### config.mk
export PLATFORM = sky130hd
export DESIGN_NAME = mem_port_arbiter
export DESIGN_NICKNAME = d
export VERILOG_FILES = /design/src/rtl/mem_port_arbiter.sv
export SDC_FILE = /design/constraint.sdc
export NUM_CORES = 1
export LEC_CHECK = 0
export CAP_MARGIN = 30
export CORE_AREA = 4 4 305 307
export DETAILED_ROUTE_END_ITERATION = 16
export DIE_AREA = 0 0 309 311
export GPL_ROUTABILITY_DRIVEN = 0
export HOLD_SLACK_MARGIN = 0.12
export PLACE_DENSITY = 0.53
export SLEW_MARGIN = 30
export SYNTH_ARGS = -nofsm -noshare
export SYNTH_HDL_FRONTEND = slang
export SYNTH_SLANG_ARGS = --single-unit
### constraint.sdc
create_clock -name clk -period 19.3 [get_ports clk]
set_clock_uncertainty 0.15 [all_clocks]
set_input_delay 3.86 -clock clk [delete_from_list [all_inputs] [get_ports clk]]
set_output_delay 3.86 -clock clk [all_outputs]
set_load 0.01 [all_outputs]
### src/rtl/mem_port_arbiter.sv
// mem_port_arbiter: shares one backing memory port among NUM_PORTS requesters.
// Round-robin grant, one transaction in flight, per-port region bounds check
// before anything reaches the backend.
//
// Backend handshake: mem_req is a valid that stays high, with mem_we/mem_addr/
// mem_wdata stable, until the cycle mem_ack is sampled high; that same cycle is
// the only one in which mem_rdata is taken. mem_ack seen while mem_req is low
// carries no meaning and is dropped.
module mem_port_arbiter #(
    parameter int NUM_PORTS = 5,
    parameter int ADDR_W    = 23,
    parameter int DATA_W    = 32
) (
    input  logic                          clk,
    input  logic                          rst_l,
    input  logic [NUM_PORTS-1:0]          req_r_en,
    input  logic [NUM_PORTS-1:0]          req_w_en,
    input  logic [NUM_PORTS*ADDR_W-1:0]   req_ptr,
    input  logic [NUM_PORTS*ADDR_W-1:0]   req_region_begin,
    input  logic [NUM_PORTS*ADDR_W-1:0]   req_region_end,
    input  logic [NUM_PORTS*DATA_W-1:0]   req_data_store,
    output logic [NUM_PORTS-1:0]          req_avail,
    output logic [NUM_PORTS-1:0]          req_done,
    output logic [NUM_PORTS-1:0]          req_err,
    output logic [NUM_PORTS*DATA_W-1:0]   req_data_load,
    output logic                          mem_req,
    output logic                          mem_we,
    output logic [ADDR_W-1:0]             mem_addr,
    output logic [DATA_W-1:0]             mem_wdata,
    input  logic                          mem_ack,
    input  logic [DATA_W-1:0]             mem_rdata,
    output logic [1:0]                    dbg_state_o
);

    localparam int              PW       = (NUM_PORTS > 1) ? $clog2(NUM_PORTS) : 1;
    localparam logic [PW:0]     NP_W     = (PW + 1)'(NUM_PORTS);
    localparam logic [PW-1:0]   LAST_IDX = PW'(NUM_PORTS - 1);

    typedef enum logic [1:0] {
        ST_IDLE  = 2'd0,
        ST_ISSUE = 2'd1,
        ST_DONE  = 2'd2,
        ST_ERR   = 2'd3
    } state_t;

    state_t                 state_q;
    logic [PW-1:0]          prio_q;
    logic [PW-1:0]          grant_q;
    logic                   mem_req_q;
    logic                   mem_we_q;
    logic [ADDR_W-1:0]      mem_addr_q;
    logic [DATA_W-1:0]      mem_wdata_q;
    logic [NUM_PORTS-1:0]   avail_q;
    logic [NUM_PORTS-1:0]   done_q;
    logic [NUM_PORTS-1:0]   err_q;
    logic [DATA_W-1:0]      load_q [NUM_PORTS];

    logic [ADDR_W-1:0]      ptr_a  [NUM_PORTS];
    logic [ADDR_W-1:0]      beg_a  [NUM_PORTS];
    logic [ADDR_W-1:0]      end_a  [NUM_PORTS];
    logic [DATA_W-1:0]      wd_a   [NUM_PORTS];

    logic                   pick_found;
    logic [PW-1:0]          pick_idx;
    logic [PW:0]            cand;
    logic                   pick_bad;
    logic [NUM_PORTS-1:0]   pick_oh;
    logic [NUM_PORTS-1:0]   grant_oh;

    // Unpack the flattened per-port buses and repack the read-data holding registers.
    for (genvar i = 0; i < NUM_PORTS; i++) begin : g_port
        assign ptr_a[i] = req_ptr[i*ADDR_W +: ADDR_W];
        assign beg_a[i] = req_region_begin[i*ADDR_W +: ADDR_W];
        assign end_a[i] = req_region_end[i*ADDR_W +: ADDR_W];
        assign wd_a[i]  = req_data_store[i*DATA_W +: DATA_W];
        assign req_data_load[i*DATA_W +: DATA_W] = load_q[i];
    end

    // Round-robin pick: first requesting port at or after prio_q, wrapping.
    always_comb begin
        pick_found = 1'b0;
        pick_idx   = '0;
        cand       = '0;
        for (int k = 0; k < NUM_PORTS; k++) begin
            cand = {1'b0, prio_q} + (PW + 1)'(k);
            if (cand >= NP_W) begin
                cand = cand - NP_W;
            end
            if (!pick_found && (req_r_en[cand[PW-1:0]] || req_w_en[cand[PW-1:0]])) begin
                pick_found = 1'b1;
                pick_idx   = cand[PW-1:0];
            end
        end
    end

    // A picked request is rejected for a read/write conflict or an address outside its region.
    assign pick_bad = (req_r_en[pick_idx] & req_w_en[pick_idx])
                    | (ptr_a[pick_idx] < beg_a[pick_idx])
                    | (ptr_a[pick_idx] > end_a[pick_idx]);
    assign pick_oh  = NUM_PORTS'(1) << pick_idx;
    assign grant_oh = NUM_PORTS'(1) << grant_q;

    // Arbiter FSM; every port-facing and backend-facing output is a register here.
    always_ff @(posedge clk or negedge rst_l) begin
        if (!rst_l) begin
            state_q     <= ST_IDLE;
            prio_q      <= '0;
            grant_q     <= '0;
            mem_req_q   <= 1'b0;
            mem_we_q    <= 1'b0;
            mem_addr_q  <= '0;
            mem_wdata_q <= '0;
            avail_q     <= '0;
            done_q      <= '0;
            err_q       <= '0;
            for (int i = 0; i < NUM_PORTS; i++) begin
                load_q[i] <= '0;
            end
        end else begin
            done_q <= '0;
            err_q  <= '0;
            case (state_q)
                ST_IDLE: begin
                    if (pick_found) begin
                        grant_q     <= pick_idx;
                        mem_addr_q  <= ptr_a[pick_idx];
                        mem_we_q    <= req_w_en[pick_idx];
                        mem_wdata_q <= wd_a[pick_idx];
                        avail_q     <= '0;
                        if (pick_bad) begin
                            state_q <= ST_ERR;
                            done_q  <= pick_oh;
                            err_q   <= pick_oh;
                        end else begin
                            state_q   <= ST_ISSUE;
                            mem_req_q <= 1'b1;
                        end
                    end else begin
                        avail_q <= '1;
                    end
                end
                ST_ISSUE: begin
                    if (mem_ack) begin
                        mem_req_q <= 1'b0;
                        state_q   <= ST_DONE;
                        done_q    <= grant_oh;
                        if (!mem_we_q) begin
                            load_q[grant_q] <= mem_rdata;
                        end
                    end
                end
                ST_DONE, ST_ERR: begin
                    state_q <= ST_IDLE;
                    avail_q <= '1;
                    prio_q  <= (grant_q == LAST_IDX) ? '0 : grant_q + PW'(1);
                end
                default: begin
                    state_q <= ST_IDLE;
                end
            endcase
        end
    end

    assign req_avail   = avail_q;
    assign req_done    = done_q;
    assign req_err     = err_q;
    assign mem_req     = mem_req_q;
    assign mem_we      = mem_we_q;
    assign mem_addr    = mem_addr_q;
    assign mem_wdata   = mem_wdata_q;
    assign dbg_state_o = state_q;

endmodule

* Word-level counts from Yosys, hierarchy flattened
Cells that the tools add are included.
** Word-level totals
- Bits in registers :: 240
- Bits of input ports :: 550
- Logic and storage cells :: 148
** Operators by class
- Add/sub/neg operators :: 10
- Magnitude comparators :: 16
- Equal/unequal tests :: 7
- Shifts and indexed selects :: 2
- Multiplexer cells :: 70
- Bitwise operators :: 6
- Reductions and logical operators :: 22
** Operator list (count)
- binary-select mux 23 bit (select 3 bit) :: 3
- bitwise mux 160 bit :: 1
- two-way mux 23 bit :: 6
- binary-select mux 32 bit (select 3 bit) :: 1
- demux 32 bit (select 3 bit) :: 1
- two-way mux 32 bit :: 3
- binary-select mux 1 bit (select 3 bit) :: 12
- two-way mux 3 bit :: 11
- two-way mux 5 bit :: 5
- < comparator 3 x 4 -> 1 bit, second input constant :: 6
- > comparator 23 bit :: 1
- < comparator 23 bit :: 1
- two-way mux 1 bit :: 20
- one-hot mux 5 bit (2 select lines) :: 2
- >= comparator 4 x 3 -> 1 bit, second input constant :: 4
- subtractor 3 bit, second input constant :: 5
- left shift 1 x 3 -> 5 bit, first input constant :: 2
- adder 3 x 2 -> 4 bit, second input constant :: 2
- >= comparator 4 bit, second input constant :: 2
- inverter 3 -> 4 bit :: 2
- two-way mux 2 bit :: 3
- inequality test 2 bit, second input constant :: 3
- one-hot mux 2 bit (3 select lines) :: 1
- logical AND 1 bit :: 5
- other kinds (20) :: 31

* Logic depth before layout (Yosys ltp)
- Depth after elaboration :: 28
- Mapped depth :: 36
- Depth with buffers taken out :: 30

* Worst setup path after synthesis
Ideal clock, no wire load.
- Path kind :: input to register
- Start :: input port req_w_en[0]
- End :: register mem_req_q, in the netlist mem_req
- Setup time :: 0.121 ns
- Arrival :: 9.339 ns
- Slack :: 9.690 ns
- Stages on the path :: 27
- Cells stage by stage :: a2111o_1 > o311a_1 > a2111oi_4 > a211oi_2 > nor4b_4 > buf_6 > nand2_1 > o22ai_4 > clkbuf_1 > clkbuf_1 > clkbuf_1 > clkbuf_1 > nor2_1 > a31oi_1 > ha_1 > a21o_1 > a21o_1 > a21oi_1 > a21oi_1 > a221o_1 > a31o_2 > a21oi_1 > o211ai_1 > o2111ai_1 > a22oi_2 > buf_4 > a22o_1
** On the way
- Longest elaborated chain between the ends :: 25
** Ends and longest elaborated chain
- start: declaration :: RTL line 17 : input logic [NUM_PORTS-1:0] req_w_en,
- binary-select mux 1 bit (select 3 bit) :: RTL line 89 : if (!pick_found && (req_r_en[cand[PW-1:0]] || req_w_en[cand[PW-1:0]])) begin
- two-way mux 1 bit (not written as such) :: RTL line 89
- logical OR 1 bit :: RTL line 89
- two-way mux 1 bit :: RTL line 89
- zero test 1 bit :: RTL line 89
- logical AND 1 bit :: RTL line 89
- two-way mux 1 bit :: RTL line 89
- zero test 1 bit :: RTL line 89
- [8 not listed]
- inverter 3 -> 4 bit (not written as such) :: RTL line 98, 99
- binary-select mux 23 bit (select 3 bit), on equally long branches :: RTL line 98, 99
- two-way mux 23 bit, on equally long branches (2 in a row) :: RTL line 98, 99
- < comparator 23 bit :: RTL line 98 : | (ptr_a[pick_idx] < beg_a[pick_idx])
- bitwise OR 1 bit :: RTL line 98
- bitwise OR 1 bit :: RTL line 99 : | (ptr_a[pick_idx] > end_a[pick_idx]);
- inequality test 2 bit (no source line)
- AND reduction 4 bit (no source line) *
- end signal: assignment :: RTL line 109 : mem_req_q <= 1'b0;
- end signal: assignment :: RTL line 136 : mem_req_q <= 1'b1;
- end signal: assignment :: RTL line 144 : mem_req_q <= 1'b0;
- end: declaration :: RTL line 49 : logic mem_req_q;
Every way passes the cells marked *; elsewhere a longest branch is shown, timed or not. The select of a mux whose other input is x is not followed.
A chain may end at the register's enable or synchronous reset.

* Worst setup path after layout
- Start :: input port req_w_en[1]
- End :: register done_q[3], in the netlist req_done[3]
** On the way
- Longest elaborated chain between the ends :: 26
** Ends and longest elaborated chain
- binary-select mux 1 bit (select 3 bit) :: RTL line 89
- two-way mux 1 bit (not written as such) :: RTL line 89
- logical OR 1 bit :: RTL line 89
- two-way mux 1 bit :: RTL line 89
- zero test 1 bit :: RTL line 89
- logical AND 1 bit :: RTL line 89
- two-way mux 1 bit :: RTL line 89
- zero test 1 bit :: RTL line 89
- [9 not listed]
- binary-select mux 23 bit (select 3 bit), on equally long branches :: RTL line 98, 99
- two-way mux 23 bit, on equally long branches (2 in a row) :: RTL line 98, 99
- < comparator 23 bit :: RTL line 98
- bitwise OR 1 bit :: RTL line 98
- bitwise OR 1 bit :: RTL line 99
- two-way mux 5 bit :: RTL line 130 : if (pick_bad) begin
- two-way mux 5 bit * :: RTL line 124 : if (pick_found) begin
- one-hot mux 5 bit (2 select lines) * :: RTL line 122 : case (state_q)
- end signal: assignment :: RTL line 132 : done_q <= pick_oh;
- end signal: assignment :: RTL line 146 : done_q <= grant_oh;
- end: declaration :: RTL line 54 : logic [NUM_PORTS-1:0] done_q;
Marks and branches as above.

==> results.toml <==
[setup_path]
crit_required_ns = 19.60
slowest_delay_ns = 0.71
regToRegSetupSlack_ns = 10.05
crit_top_cell = "a21oi_1"
end_kind = "flip-flop"
critPathKind = "in -> reg"
crit_path_start_kind = "input pin"
cp_num_buf_inv = 3
critical-path-slowest-cell = "nor4b_4"
critPathMaxFanout = 60
cp.arrival_ns = 11.85
critPathTopFamily = "compound AO/OA/AOI/OAI gates"

[grt]
grt_max_degree = 126
grt_pass1_wl_um = 124000
grtUsageMet2 = 0.309
grt_antenna_before_repair = 45
top_usage_layer = "met2"
grt_pass1_vias = 17024
grtUsageMet1 = 0.208
use_met3 = 0.0517
grt_overflow = 0
grt_usage = 0.176

[clock_tree]
cts_tree = "built"
cts.path.max_buffers = 3
cts_sinks = 236
h-tree-depth = 1
cts_buffers = 29
post_cts_buffers = 0
hold_buffers = 0
path_clk_slew_ns = 0.06
worstSkewPairLatency_ns = 0.58
cts_root_buffer = "clkbuf_16"
ctsResizeCount = 0

[route]
drt_wl_total_um = 89200
wl_per_cell_um = 23.3
firstDrtPassIters = 5
drc = 0
vias = 17231
ant_nets = 0
viasPerCell = 4.49
drt_iter0_drc = 1325

[sta]
fin_crit_sh = 0.598
hold_viol = 0
slew_headroom = 0.269
timing.final.ws_setup_ns = 7.75
setup_viol = 0
worst_slew_pin_slew_ns = 1.08
fmax_mhz = 86.6
period_needed_ns = 11.55
finalSetupTns_ns = 0
slew_viol_final = 0
rsz0062_at_grt = "no"

[yosys]
yosysSeqAreaShare = 0.376
yosys_warnings = 0
synth-edff-count = 0
synth_cell_types = 75
netlist_area_um2 = 15700
synthesis.nets = 2512
synth_seq_cells = 236
synthArstFlopShare = 1.00
synthFlopType = "dfrtp_1"
synth_cells = 1907
synth_area_per_cell_um2 = 8.23

[die]
io_pins = 784
die_height_um = 311
die_area_um2 = 96100
num_rows = 110
core_area_um2 = 90000
initial_core_util = 0.174
die_w_um = 309

[final_layout]
fin_cells = 3835
fin_nets = 3229
area_growth_pct = 65.0
fillers = 9695
drive_gt1_frac = 0.114

[run]
drv_cap = 0

[placed_design]
dp_hpwl_um = 72000
port_buffers = 783
post-place-ws_ns = 7.23
dp.cells = 3768

[worst_hold_path]
hp-class = "reg -> reg"

[outcome]
status = "complete, no violations"
registers in the layout (all words and copies together) (netlist names):
| signal | count |
|---|---|
| mem_req | 1 |
| req_done | 5 |
| dbg_state_o | 2 |
| grant_q | 3 |
| mem_addr | 23 |
| req_err | 5 |
| mem_wdata | 32 |
| mem_we | 1 |
| req_data_load | 160 |
| prio_q | 3 |
| req_avail | 1 |
area by class of cell:
class                      count  area, um2  area share
sequential                   236       5910       0.228
tap                         1176       1470      0.0568
inverter                     118        443      0.0171
timing repair buffer         812       8110       0.313
clock buffer                  36        802      0.0310
antenna                       13       32.5     0.00126
multi-input combinational   1427       8890       0.343
clock inverter                17        253     0.00976
logic make-up after synthesis:
logic type	count (synthesis)	synth area share
xor+xnor	4	0.00223
fa+ha+maj	55	0.0443
simple gates	862	0.239
compound gates	308	0.136
flops	236	0.376
buf+inv	244	0.0616
mux	198	0.141
layer usage:
layer	wire, um	vias up
met3	7810	173
met5	91	-
met4	2710	12
met1	34600	8145
li1	-	8065
met2	44000	836
Yosys cell counts, drive strengths merged, types with 5 or more instances:
cell type  number  area share
nand2         446        0.11
dfrtp         236        0.38
nand3         227       0.072
mux2          185        0.13
inv           118       0.028
nor2          109       0.027
o21ai          93       0.030
clkbuf         90       0.022
a31oi          80       0.033
ha             54       0.043
buf            36       0.012
a21oi          27      0.0086
nand4          14      0.0056
mux2i          13      0.0083
a21o           12      0.0057
nor3           12      0.0038
a211oi         11      0.0056
o211ai         10      0.0048
nor4            9      0.0036
a211o           8      0.0045
nand2b          8      0.0032
or2             7      0.0028
and3            6      0.0024
nor2b           6      0.0024
o21a            6      0.0029
a21boi          5      0.0026
o211a           5      0.0032
o22ai           5      0.0029
per-stage QoR:
stage	area, um2	hold WS (ns)	utilization
4_1_cts	25800	0.334	0.287
6_report	25900	0.327	0.288
5_1_grt	25900	0.353	0.288
3_5_place_dp	24800	0.320	0.275
3_3_place_gp	24800	0.310	0.275
2_1_floorplan	15700	0.366	-
worst register-to-register path, delay by kind of cell, from the launching register on:
kind	cells	cell delay, ns
buffers and inverters	6	2.11
DFF	1	0.36
adders and majority gates	3	1.07
AOI/OAI and AO/OA	15	4.48
and+or+nand+nor	6	0.97
cell usage in the layout (no fill, tap or decap), types with 6 or more instances in the layout:
cell and count:
clkdlybuf4s50_1 782, nand2_1 443, dfrtp_1 236, nand3_1 223, mux2_2 185, inv_1 117
nor2_1 108, o21ai_0 87, a31oi_1 79, ha_1 54, clkbuf_16 29, a21oi_1 27
buf_4 24, nand4_1 14, diode_2 13, mux2i_1 13, nor3_1 12, a21o_1 12
o211ai_1 10, a211oi_1 9, nor4_1 9, nand2b_1 8, a211o_1 8, nor2b_1 6
or2_2 6, o21a_1 6, and3_1 6
worst paths after layout:
path / start / to / cells past startpoint
hold / removal: mem_wdata[6]$_DFFE_PN0P_ / mem_wdata[6]$_DFFE_PN0P_ / 2
max in group asynchronous: rst_l / mem_addr[19]$_DFFE_PN0P_ / 3
setup reg to reg: prio_q[0]$_DFFE_PN0P_ / req_done[3]$_DFF_PN0_ / 30
min in group asynchronous: rst_l / req_data_load[43]$_DFFE_PN0P_ / 1
hold reg to reg: mem_wdata[6]$_DFFE_PN0P_ / mem_wdata[6]$_DFFE_PN0P_ / 2
setup / recovery: req_w_en[1] / req_done[3]$_DFF_PN0_ / 25
Power is not shown: default switching activity piles up to over one toggle a cycle in this logic, so the estimate is an artifact.
